`src/rtl/idct_block_writer_if.sv`:
```
// Control handshake plus the dual-port RAM and SRAM buses of the IDCT block writer.
// clip_count exists only when IDCT_WR_CLIP_COUNT_EN is defined.
interface idct_block_writer_if;
    logic        start;
    logic [1:0]  plane;
    logic [4:0]  block_row;
    logic [5:0]  block_col;
    logic        busy;
    logic        done;
    logic [5:0]  DP_address_a;
    logic [5:0]  DP_address_b;
    logic [31:0] DP_read_data_a;
    logic [31:0] DP_read_data_b;
    logic [17:0] SRAM_address;
    logic [15:0] SRAM_write_data;
    logic        SRAM_we_n;
`ifdef IDCT_WR_CLIP_COUNT_EN
    logic [6:0]  clip_count;
`endif

    // master: the block writer; slave: the IDCT core, RAM and SRAM around it
    modport master (
        input  start, plane, block_row, block_col, DP_read_data_a, DP_read_data_b,
        output busy, done, DP_address_a, DP_address_b,
               SRAM_address, SRAM_write_data, SRAM_we_n
`ifdef IDCT_WR_CLIP_COUNT_EN
        , output clip_count
`endif
    );

    modport slave (
        output start, plane, block_row, block_col, DP_read_data_a, DP_read_data_b,
        input  busy, done, DP_address_a, DP_address_b,
               SRAM_address, SRAM_write_data, SRAM_we_n
`ifdef IDCT_WR_CLIP_COUNT_EN
        , input clip_count
`endif
    );
endinterface

```
`src/rtl/idct_block_writer.sv`:
```
// Reads one 8x8 block of IDCT results, scales/clips to 8 bits, writes 32 packed words
// to the Y/U/V region of SRAM. Optional clip counter: define IDCT_WR_CLIP_COUNT_EN.
module idct_block_writer #(
    parameter int unsigned SHIFT     = 16,
    parameter int unsigned Y_BASE    = 0,
    parameter int unsigned U_BASE    = 38400,
    parameter int unsigned V_BASE    = 57600,
    parameter int unsigned Y_STRIDE  = 160,
    parameter int unsigned UV_STRIDE = 80
) (
    input logic                 Clock,
    input logic                 Resetn,
    idct_block_writer_if.master bus
);
    typedef enum logic [2:0] {S_IDLE, S_LI0, S_LI1, S_WRITE, S_DONE} state_t;

    state_t      state, state_next;
    logic [1:0]  plane_q;
    logic [4:0]  row_q;
    logic [5:0]  col_q;
    logic [4:0]  k;
    logic        accept, issue, write_en;
    logic [4:0]  pair;
    logic [17:0] base, stride, row_index, word_address;
    logic [7:0]  pix_even, pix_odd;

    function automatic logic [7:0] scale_clip(input logic [31:0] data);
        logic signed [31:0] v;
        v = $signed(data) >>> SHIFT;
        if (v < 0)        return 8'h00;
        else if (v > 255) return 8'hFF;
        else              return v[7:0];
    endfunction

    always_ff @(posedge Clock or negedge Resetn) begin
        if (!Resetn) state <= S_IDLE;
        else         state <= state_next;
    end

    // NOTE: every output of this block gets a default first, so no path can infer a latch.
    always_comb begin
        state_next = state;
        accept     = 1'b0;
        issue      = 1'b0;
        write_en   = 1'b0;
        pair       = '0;
        unique case (state)
            S_IDLE: if (bus.start) begin
                accept     = 1'b1;
                state_next = S_LI0;
            end
            S_LI0: begin
                issue      = 1'b1;
                state_next = S_LI1;
            end
            S_LI1: begin
                issue      = 1'b1;
                pair       = 5'd1;
                state_next = S_WRITE;
            end
            S_WRITE: begin
                write_en = 1'b1;
                issue    = (k < 5'd30);
                pair     = k + 5'd2;
                if (k == 5'd31) state_next = S_DONE;
            end
            S_DONE:  state_next = S_IDLE;
            default: state_next = S_IDLE;
        endcase
    end

    // Word k uses samples 2k and 2k+1: row k>>2, quad k&3 of the block.
    always_comb begin
        unique case (plane_q)
            2'd0:    begin base = 18'(Y_BASE); stride = 18'(Y_STRIDE);  end
            2'd1:    begin base = 18'(U_BASE); stride = 18'(UV_STRIDE); end
            default: begin base = 18'(V_BASE); stride = 18'(UV_STRIDE); end
        endcase
        row_index    = 18'({row_q, 3'b000}) + 18'(k[4:2]);
        word_address = base + row_index * stride + 18'({col_q, 2'b00}) + 18'(k[1:0]);
        pix_even     = scale_clip(bus.DP_read_data_a);
        pix_odd      = scale_clip(bus.DP_read_data_b);
    end

    // NOTE: sequential state uses non-blocking assignments so all registers update together.
    always_ff @(posedge Clock or negedge Resetn) begin
        if (!Resetn) begin
            plane_q             <= '0;
            row_q               <= '0;
            col_q               <= '0;
            k                   <= '0;
            bus.busy            <= 1'b0;
            bus.done            <= 1'b0;
            bus.DP_address_a    <= '0;
            bus.DP_address_b    <= '0;
            bus.SRAM_address    <= '0;
            bus.SRAM_write_data <= '0;
            bus.SRAM_we_n       <= 1'b1;
        end else begin
            bus.busy      <= (state != S_IDLE);
            bus.done      <= (state == S_DONE);
            bus.SRAM_we_n <= ~write_en;
            if (accept) begin
                plane_q <= bus.plane;
                row_q   <= bus.block_row;
                col_q   <= bus.block_col;
                k       <= '0;
            end
            if (issue) begin
                bus.DP_address_a <= {pair, 1'b0};
                bus.DP_address_b <= {pair, 1'b1};
            end
            if (write_en) begin
                bus.SRAM_address    <= word_address;
                bus.SRAM_write_data <= {pix_even, pix_odd};
                k                   <= k + 5'd1;
            end
        end
    end

`ifdef IDCT_WR_CLIP_COUNT_EN
    function automatic logic is_clipped(input logic [31:0] data);
        logic signed [31:0] v;
        v = $signed(data) >>> SHIFT;
        return (v < 0) || (v > 255);
    endfunction

    always_ff @(posedge Clock or negedge Resetn) begin
        if (!Resetn)       bus.clip_count <= '0;
        else if (accept)   bus.clip_count <= '0;
        else if (write_en) bus.clip_count <= bus.clip_count
                                             + 7'(is_clipped(bus.DP_read_data_a))
                                             + 7'(is_clipped(bus.DP_read_data_b));
    end
`endif
endmodule

```
`src/flat_wrapper.sv`:
```
// flat-port wrapper written by rule: the top's interface ports become plain ports
module idct_block_writer_flat 
#(
    parameter int unsigned SHIFT     = 16,
    parameter int unsigned Y_BASE    = 0,
    parameter int unsigned U_BASE    = 38400,
    parameter int unsigned V_BASE    = 57600,
    parameter int unsigned Y_STRIDE  = 160,
    parameter int unsigned UV_STRIDE = 80
)
  (Clock, Resetn, bus_start, bus_plane, bus_block_row, bus_block_col, bus_DP_read_data_a, bus_DP_read_data_b, bus_busy, bus_done, bus_DP_address_a, bus_DP_address_b, bus_SRAM_address, bus_SRAM_write_data, bus_SRAM_we_n);
  idct_block_writer_if bus_i ();
  input logic Clock;
  input logic Resetn;
  input wire logic [$bits(bus_i.start)-1:0] bus_start;
  input wire logic [$bits(bus_i.plane)-1:0] bus_plane;
  input wire logic [$bits(bus_i.block_row)-1:0] bus_block_row;
  input wire logic [$bits(bus_i.block_col)-1:0] bus_block_col;
  input wire logic [$bits(bus_i.DP_read_data_a)-1:0] bus_DP_read_data_a;
  input wire logic [$bits(bus_i.DP_read_data_b)-1:0] bus_DP_read_data_b;
  output wire logic [$bits(bus_i.busy)-1:0] bus_busy;
  output wire logic [$bits(bus_i.done)-1:0] bus_done;
  output wire logic [$bits(bus_i.DP_address_a)-1:0] bus_DP_address_a;
  output wire logic [$bits(bus_i.DP_address_b)-1:0] bus_DP_address_b;
  output wire logic [$bits(bus_i.SRAM_address)-1:0] bus_SRAM_address;
  output wire logic [$bits(bus_i.SRAM_write_data)-1:0] bus_SRAM_write_data;
  output wire logic [$bits(bus_i.SRAM_we_n)-1:0] bus_SRAM_we_n;
  assign bus_i.start = bus_start;
  assign bus_i.plane = bus_plane;
  assign bus_i.block_row = bus_block_row;
  assign bus_i.block_col = bus_block_col;
  assign bus_i.DP_read_data_a = bus_DP_read_data_a;
  assign bus_i.DP_read_data_b = bus_DP_read_data_b;
  assign bus_busy = bus_i.busy;
  assign bus_done = bus_i.done;
  assign bus_DP_address_a = bus_i.DP_address_a;
  assign bus_DP_address_b = bus_i.DP_address_b;
  assign bus_SRAM_address = bus_i.SRAM_address;
  assign bus_SRAM_write_data = bus_i.SRAM_write_data;
  assign bus_SRAM_we_n = bus_i.SRAM_we_n;
  idct_block_writer #(.SHIFT(SHIFT), .Y_BASE(Y_BASE), .U_BASE(U_BASE), .V_BASE(V_BASE), .Y_STRIDE(Y_STRIDE), .UV_STRIDE(UV_STRIDE)) u_core (.Clock(Clock), .Resetn(Resetn), .bus(bus_i));
endmodule
```
`config.mk`:
```
export PLATFORM = sky130hd
export DESIGN_NAME = idct_block_writer_flat
export DESIGN_NICKNAME = d
export VERILOG_FILES = /design/src/rtl/idct_block_writer_if.sv /design/src/rtl/idct_block_writer.sv /design/src/flat_wrapper.sv
export SDC_FILE = /design/constraint.sdc
export NUM_CORES = 1
export LEC_CHECK = 0
export CAP_MARGIN = 20
export CELL_PAD_IN_SITES_DETAIL_PLACEMENT = 1
export CELL_PAD_IN_SITES_GLOBAL_PLACEMENT = 2
export CORE_ASPECT_RATIO = 0.9
export CORE_UTILIZATION = 25
export DETAILED_ROUTE_END_ITERATION = 16
export PLACE_DENSITY = 0.75
export SYNTH_ARGS = -nofsm -noshare
export SYNTH_HDL_FRONTEND = slang
export SYNTH_SLANG_ARGS = --single-unit
```
`constraint.sdc`:
```
create_clock -name Clock -period 4.6 [get_ports Clock]
set_input_delay 0.92 -clock Clock [delete_from_list [all_inputs] [get_ports Clock]]
set_output_delay 0.92 -clock Clock [all_outputs]
set_load 0.02 [all_outputs]
```
==> flow_metrics.env, run 1 <==
export IMPL_status="finished, final reports clean"
export IMPL_layout_commonest_cell="clkdlybuf4s50_1"
export IMPL_cts_root_buf="clkbuf_16"
export IMPL_async_reset_ff_frac=1.00
export IMPL_cts_sinks=64
export IMPL_p_per_area_nw_per_um2=679
export IMPL_multi_input_area_sq_um=2090
export IMPL_routed_via_density=4.40
export IMPL_timing_final_ws_setup_ns=0.444
export IMPL_power_leakage_nw=2.44
export IMPL_drv_cap=0
export IMPL_startpoint_type="flip-flop"
export IMPL_num_vias=3105
export IMPL_syn_inst=410
export IMPL_drc=0
export IMPL_grt_overflow=0
export IMPL_crit_type="reg2reg"
export IMPL_grt_usage=0.132
export IMPL_die_area_sq_um=16200
export IMPL_wirelength_um=9730
export IMPL_period_share=0.903
export IMPL_fin_nets=633
export IMPL_grt_start_max_net_pins=71
export IMPL_yosysUniqueCellTypes=48
export IMPL_clk_pin_slew_ns=0.06
export IMPL_final_cell_mix="clkdlybuf4s50_1, nand2_1, dfrtp_1"
export IMPL_gp_congestion=0.763
export IMPL_pre_cts_ws_ns=0.210
export IMPL_synth_seq_area_share=0.408
export IMPL_max_freq_mhz=241
export IMPL_max_vdd_ir_drop_mv=0.271
export IMPL_final_seq_area_sq_um=1600
export IMPL_clk_path_buf_depth=2
export IMPL_synth_area_sq_um=3930
export IMPL_grt_setup_unrepaired="false"
export IMPL_grt_pass1_wl_um=16700
export IMPL_maxSlewViolCount=0
export IMPL_crit_fanout=8
export IMPL_ctsHoldBuffers=0
export IMPL_antenna_found_initial=0
export IMPL_core_rowCount=43
export IMPL_setup_violations=0
export IMPL_first_iter_violations=116
export IMPL_postSynthAreaPerCell_sq_um=9.57
export IMPL_cts_tree="yes"
export IMPL_grt_pass1_vias=3308
export IMPL_fin_skew_ns=0.00503
export IMPL_n_antenna_cell=0
export IMPL_cts_setup_buffers=0
export IMPL_dieWidth_um=134
export IMPL_hp_start="u_core.col_q[1]$_DFFE_PN0P_"
export IMPL_boundaryPins=129
export IMPL_first_pass_iters=4
export IMPL_dp_cells=690
export IMPL_yosys_most_used_dff="dfrtp_1"
export IMPL_reg2reg_slack_ns=0.44
export IMPL_die_height_um=121
export IMPL_endpoint_kind="flip-flop"
export IMPL_place_detailed_hpwl_um=7440
export IMPL_worstReg2RegStart="u_core.plane_q[0]$_DFFE_PN0P_"
export IMPL_synth_warnings=0
export IMPL_io_buffers=95
export IMPL_hold_path_class="reg2reg"
export IMPL_fin_crit_ns=4.16
export IMPL_tns_ns=0
export IMPL_cts_buffers_inserted=9
export IMPL_synth_top_area_frac=0.402
export IMPL_synth_top_area_cell="dfrtp_1"
export IMPL_holdPathEnd="u_core.bus.SRAM_address[3]$_DFFE_PN0P_"
export IMPL_h_tree_depth=3
export IMPL_cp_data_arrival_time_ns=4.37
export IMPL_insertion_delay_ns=0.33
export IMPL_hold_depth=2
export IMPL_syn2layout_area_growth_pct=37.1
export IMPL_yosys_register_bits=64
export IMPL_max_slew_margin=0.406
export IMPL_fin_cells=706
export IMPL_rr_endpoint="u_core.bus.SRAM_address[17]$_DFFE_PN0P_"
export IMPL_fill_cells=1768
export IMPL_cp_data_required_time_ns=4.81
export IMPL_netlist_top_cells_area="dfrtp_1, ha_1, nand2_1"
export IMPL_hold_viol_final=0
export IMPL_drive_above_1_share=0.0893
export IMPL_avgRoutedWirePerCell_um=13.8
export IMPL_fp_coreArea_sq_um=15400
export IMPL_ant_nets=0
export IMPL_reg2regPathDepth=16
export IMPL_tightest_slew_ns=0.890
export IMPL_start_util=0.255
export IMPL_synth_edff_count=0
-- cell type report --
class | instances | area share
well taps | 202 | 0.0470
inverters | 32 | 0.0223
clock inverters | 5 | 0.0146
multi-input cells | 290 | 0.388
repair buffers | 102 | 0.185
flip-flops and latches | 64 | 0.298
clock buffers | 11 | 0.0451
-- state kept, by name (all words and copies together), names as in the netlist --
name,count
u_core.bus.SRAM_write_data,16
u_core.state,3
u_core.bus.SRAM_address,18
u_core.bus.done,1
u_core.plane_q,2
u_core.bus.DP_address_b,6
u_core.bus.SRAM_we_n,1
u_core.k,5
u_core.col_q,6
u_core.row_q,5
u_core.bus.busy,1
-- worst max path at each step --
stage / to / depth (start not counted) / from / slack, ns
3_3_place_gp: u_core.bus.SRAM_address[14]$_DFFE_PN0P_ / 17 / u_core.plane_q[0]$_DFFE_PN0P_ / 0.34
3_5_place_dp: u_core.bus.SRAM_address[14]$_DFFE_PN0P_ / 18 / u_core.plane_q[0]$_DFFE_PN0P_ / 0.21
5_1_grt: u_core.bus.SRAM_address[17]$_DFFE_PN0P_ / 16 / u_core.plane_q[0]$_DFFE_PN0P_ / 0.13
4_1_cts: u_core.bus.SRAM_address[14]$_DFFE_PN0P_ / 17 / u_core.plane_q[0]$_DFFE_PN0P_ / 0.18
2_1_floorplan: u_core.bus.SRAM_address[16]$_DFFE_PN0P_ / 16 / u_core.plane_q[1]$_DFFE_PN0P_ / 0.29
6_report: u_core.bus.SRAM_address[17]$_DFFE_PN0P_ / 16 / u_core.plane_q[0]$_DFFE_PN0P_ / 0.44
-- what timing repair did --
| item | 4_1_cts | 5_1_grt |
|---|---|---|
| gates resized for setup | 0 | 2 |
| setup endpoints to repair | 0 | 3 |
| endpoints found under the hold margin | 0 | 0 |
-- synthesized netlist by cell type, types with 3 or more instances --
master    instances
dfrtp_1          63
o211ai_1          4
inv_1            30
and2_1            6
mux2_2           13
clkbuf_1         12
nand2b_1          5
nand2_1          83
o21ai_0          23
ha_1             39
xnor2_1           4
o31ai_1          19
a21oi_1           8
nor2_1           21
a211oi_1          4
buf_4             6
nand3_1           6
xor2_1            3
fa_1             15
buf_1             6
nor3_1            7
-- layer usage --
layer	track usage	vias up	share of wire
met5	0	-	0
met4	0.0365	0	0.014
met3	0.0338	7	0.032
met2	0.223	48	0.49
met1	0.167	1503	0.47
li1	-	1547	-
-- through the flow --
step / power (mW) / instance area (sq um) / hold slack (ns) / utilization
2_1_floorplan: 2.24 / 3930 / 0.435 / -
3_3_place_gp: 2.89 / 5050 / 0.449 / 0.329
3_5_place_dp: 2.96 / 5050 / 0.461 / 0.329
4_1_cts: 3.73 / 5380 / 0.475 / 0.349
5_1_grt: 4.01 / 5380 / 0.503 / 0.350
6_report: 3.66 / 5380 / 0.471 / 0.350
-- power by group --
part | internal (mW) | leakage, nW | switching (mW)
Clock | 0.489 | 0.160 | 0.250
Sequential | 0.777 | 0.752 | 0.149
Combinational | 0.905 | 1.53 | 1.09
Total | 2.17 | 2.44 | 1.49
-- cell families (layout without fill, tap and decap cells) --
family                     after synthesis  count (layout)  share of synthesized area
DFF                                     64              64                      0.408
adders and majority gates               54              54                      0.201
other                                    2               4                    0.00191
muxes                                   13              13                     0.0373
xor gates and xnor gates                 7               7                     0.0156
and+or+nand+nor                        143             143                      0.161
buffers and inverters                   58             150                     0.0634
AOI/OAI and AO/OA                       69              69                      0.112
-- worst max-delay path, stage by stage (launching register included) --
cell      delay, ns
dfrtp_1        0.40
nor2_1         0.16
buf_4          0.18
and2_1         0.15
nand2b_1       0.11
ha_1           0.15
inv_1          0.05
fa_1           0.48
inv_1          0.05
fa_1           0.46
ha_1           0.31
ha_1           0.36
a21oi_1        0.25
o21ai_0        0.22
a31o_2         0.34
a211oi_1       0.27
nor3_1         0.08
(Power assumes the default switching activity.)
==> inputs of run 2 (changes only) <==
SLEW_MARGIN = 5   (was default)
==> results of run 2 <==
The final DEF is identical to that of run 1; final timing and power are the same.
==> inputs of run 3 (changes only) <==
CORE_UTILIZATION = 34   (was 25)
CTS_CLUSTER_DIAMETER = 40   (was default)
DONT_BUFFER_PORTS = 1   (was default)
PLACE_DENSITY = 0.74   (was 0.75)
==> flow_metrics.env, run 3 (synthesis results as in run 1) <==
export IMPL_startpoint_type="flip-flop"
export IMPL_die_height_um=104
export IMPL_insertion_delay_ns=0.33
export IMPL_ctsHoldBuffers=0
export IMPL_status="finished, final reports clean"
export IMPL_drive_above_1_share=0.101
export IMPL_cp_data_required_time_ns=4.85
export IMPL_p_switching_mw=1.42
export IMPL_h_tree_depth=3
export IMPL_max_freq_mhz=234
export IMPL_hold_viol_final=0
export IMPL_drc=0
export IMPL_max_vdd_ir_drop_mv=0.266
export IMPL_maxSlewViolCount=0
export IMPL_whs_ns=0.279
export IMPL_met1_usage=0.210
export IMPL_gp_congestion=0.751
export IMPL_seqPwrFrac=0.365
export IMPL_fin_cells=559
export IMPL_grt_start_max_net_pins=70
export IMPL_largest_reg_flops=18
export IMPL_combPwrFrac=0.421
export IMPL_dieWidth_um=115
export IMPL_tns_ns=0
export IMPL_start_util=0.356
export IMPL_first_iter_violations=97
export IMPL_power_frac_clock=0.213
export IMPL_ant_nets=0
export IMPL_period_share=0.928
export IMPL_multi_input_area_sq_um=2080
export IMPL_io_buffers=0
export IMPL_endpoint_kind="flip-flop"
export IMPL_cts_tree="yes"
export IMPL_grt_most_used_layer="met2"
export IMPL_layout_commonest_cell="nand2_1"
export IMPL_fill_cells=1273
export IMPL_num_vias=2744
export IMPL_grt_overflow=0
export IMPL_p_int_mw=1.79
export IMPL_die_area_sq_um=12000
export IMPL_fin_crit_ns=4.27
export IMPL_boundaryPins=129
export IMPL_cts_buffers_inserted=9
export IMPL_largest_register="u_core.bus.SRAM_address"
export IMPL_n_antenna_cell=0
export IMPL_fin_nets=537
export IMPL_wirelength_um=8520
export IMPL_crit_fanout=7
export IMPL_p_per_area_nw_per_um2=740
export IMPL_clk_pin_slew_ns=0.06
export IMPL_cts_root_buf="clkbuf_16"
export IMPL_place_detailed_hpwl_um=6390
export IMPL_cts_sinks=64
export IMPL_cp_data_arrival_time_ns=4.52
export IMPL_fin_skew_ns=0.00610
export IMPL_first_pass_iters=4
export IMPL_core_rowCount=36
export IMPL_crit_type="reg2reg"
export IMPL_postLayoutCoreUtil=0.393
export IMPL_grt_usage=0.159
export IMPL_avgRoutedWirePerCell_um=15.2
export IMPL_setup_violations=0
export IMPL_grt_pass1_wl_um=14500
export IMPL_reg_top3="u_core.bus.SRAM_address: 18 flops, u_core.bus.SRAM_write_data: 16 flops"
export IMPL_clk_path_buf_depth=2
export IMPL_dp_cells=544
export IMPL_power_leakage_nw=2.05
export IMPL_max_slew_margin=0.417
export IMPL_syn2layout_area_growth_pct=10.4
export IMPL_timing_final_ws_setup_ns=0.333
export IMPL_fp_coreArea_sq_um=11000
export IMPL_drv_cap=0
export IMPL_final_seq_area_sq_um=1600
export IMPL_grt_setup_unrepaired="true"
export IMPL_hold_path_class="in2async"
export IMPL_pre_cts_ws_ns=0.264
export IMPL_grt_util_met2=0.243
export IMPL_tightest_slew_ns=0.873
export IMPL_routed_via_density=4.91
export IMPL_grt_pass1_vias=2835
export IMPL_final_cell_mix="nand2_1, dfrtp_1, ha_1"
export IMPL_antenna_found_initial=0
export IMPL_cts_setup_buffers=0
export IMPL_swShare=0.441
export IMPL_grt_use_met3=0.0466
-- run 3: cell count changes in the layout (fill, tap and decap cells not counted) --
cell             delta
clkdlybuf4s50_1    -94
a31oi_1             +1
a31oi_2             -1
buf_2               -1
buf_4               -1
bufinv_16           -1
clkbuf_1            -1
clkinv_1            +1
clkinvlp_4          +1
inv_2               -1
-- run 3: routing by layer --
| layer | wire length, um | up-vias |
|---|---|---|
| met5 | 0 | - |
| met4 | 140 | 0 |
| met3 | 373 | 11 |
| met2 | 3920 | 45 |
| met1 | 4080 | 1338 |
| li1 | - | 1350 |
-- run 3: power by group through the flow --
stage	combinational (mW)	clock, mW	sequential (mW)
after floorplan	1.15	0	1.09
after global placement	1.34	0	1.18
after detailed placement	1.39	0	1.19
after CTS	1.40	0.709	1.18
after global routing	1.58	0.732	1.21
final	1.35	0.684	1.17
-- run 3: through the flow --
stage                     cell area (sq um)  total power [mW]
after floorplan                        3930              2.24
after global placement                 4040              2.53
after detailed placement               4040              2.58
after CTS                              4330              3.29
after global routing                   4330              3.52
final                                  4330              3.21
-- run 3: area by class of cell --
class                   count  area share
multi-input cells         290       0.480
flip-flops and latches     64       0.370
clock buffers              10      0.0551
well taps                 152      0.0439
inverters                  32      0.0277
clock inverters             5      0.0130
repair buffers              6      0.0104
-- run 3: timing repair --
item,CTS,global route
endpoints found under the setup margin,0,1
resized for setup,0,0
hold endpoints to repair,0,0
-- run 3: path summary, 6_finish.rpt --
path | start | to | slack [ns] | cells past startpoint
min reg2reg | u_core.col_q[1]$_DFFE_PN0P_ | u_core.bus.SRAM_address[3]$_DFFE_PN0P_ | 0.47 | 2
max in group asynchronous | Resetn | u_core.bus.SRAM_we_n$_DFF_PN1_ | 4.15 | 0
min | Resetn | u_core.bus.SRAM_address[3]$_DFFE_PN0P_ | 0.28 | 0
max | u_core.plane_q[0]$_DFFE_PN0P_ | u_core.bus.SRAM_address[14]$_DFFE_PN0P_ | 0.33 | 17
max reg2reg | u_core.plane_q[0]$_DFFE_PN0P_ | u_core.bus.SRAM_address[14]$_DFFE_PN0P_ | 0.33 | 17
min in group Clock | u_core.col_q[1]$_DFFE_PN0P_ | u_core.bus.SRAM_address[3]$_DFFE_PN0P_ | 0.47 | 2
-- run 3: critical path, stage by stage (launching register included) --
cell	delay, ns
dfrtp_1	0.39
nor2_1	0.14
clkinv_1	0.20
and2_1	0.23
nand2b_1	0.14
ha_1	0.28
inv_1	0.06
fa_1	0.50
inv_1	0.05
fa_1	0.45
ha_1	0.30
ha_1	0.35
nor2b_1	0.18
o211ai_1	0.13
a31oi_1	0.33
buf_4	0.20
nand4b_1	0.10
o211ai_1	0.12
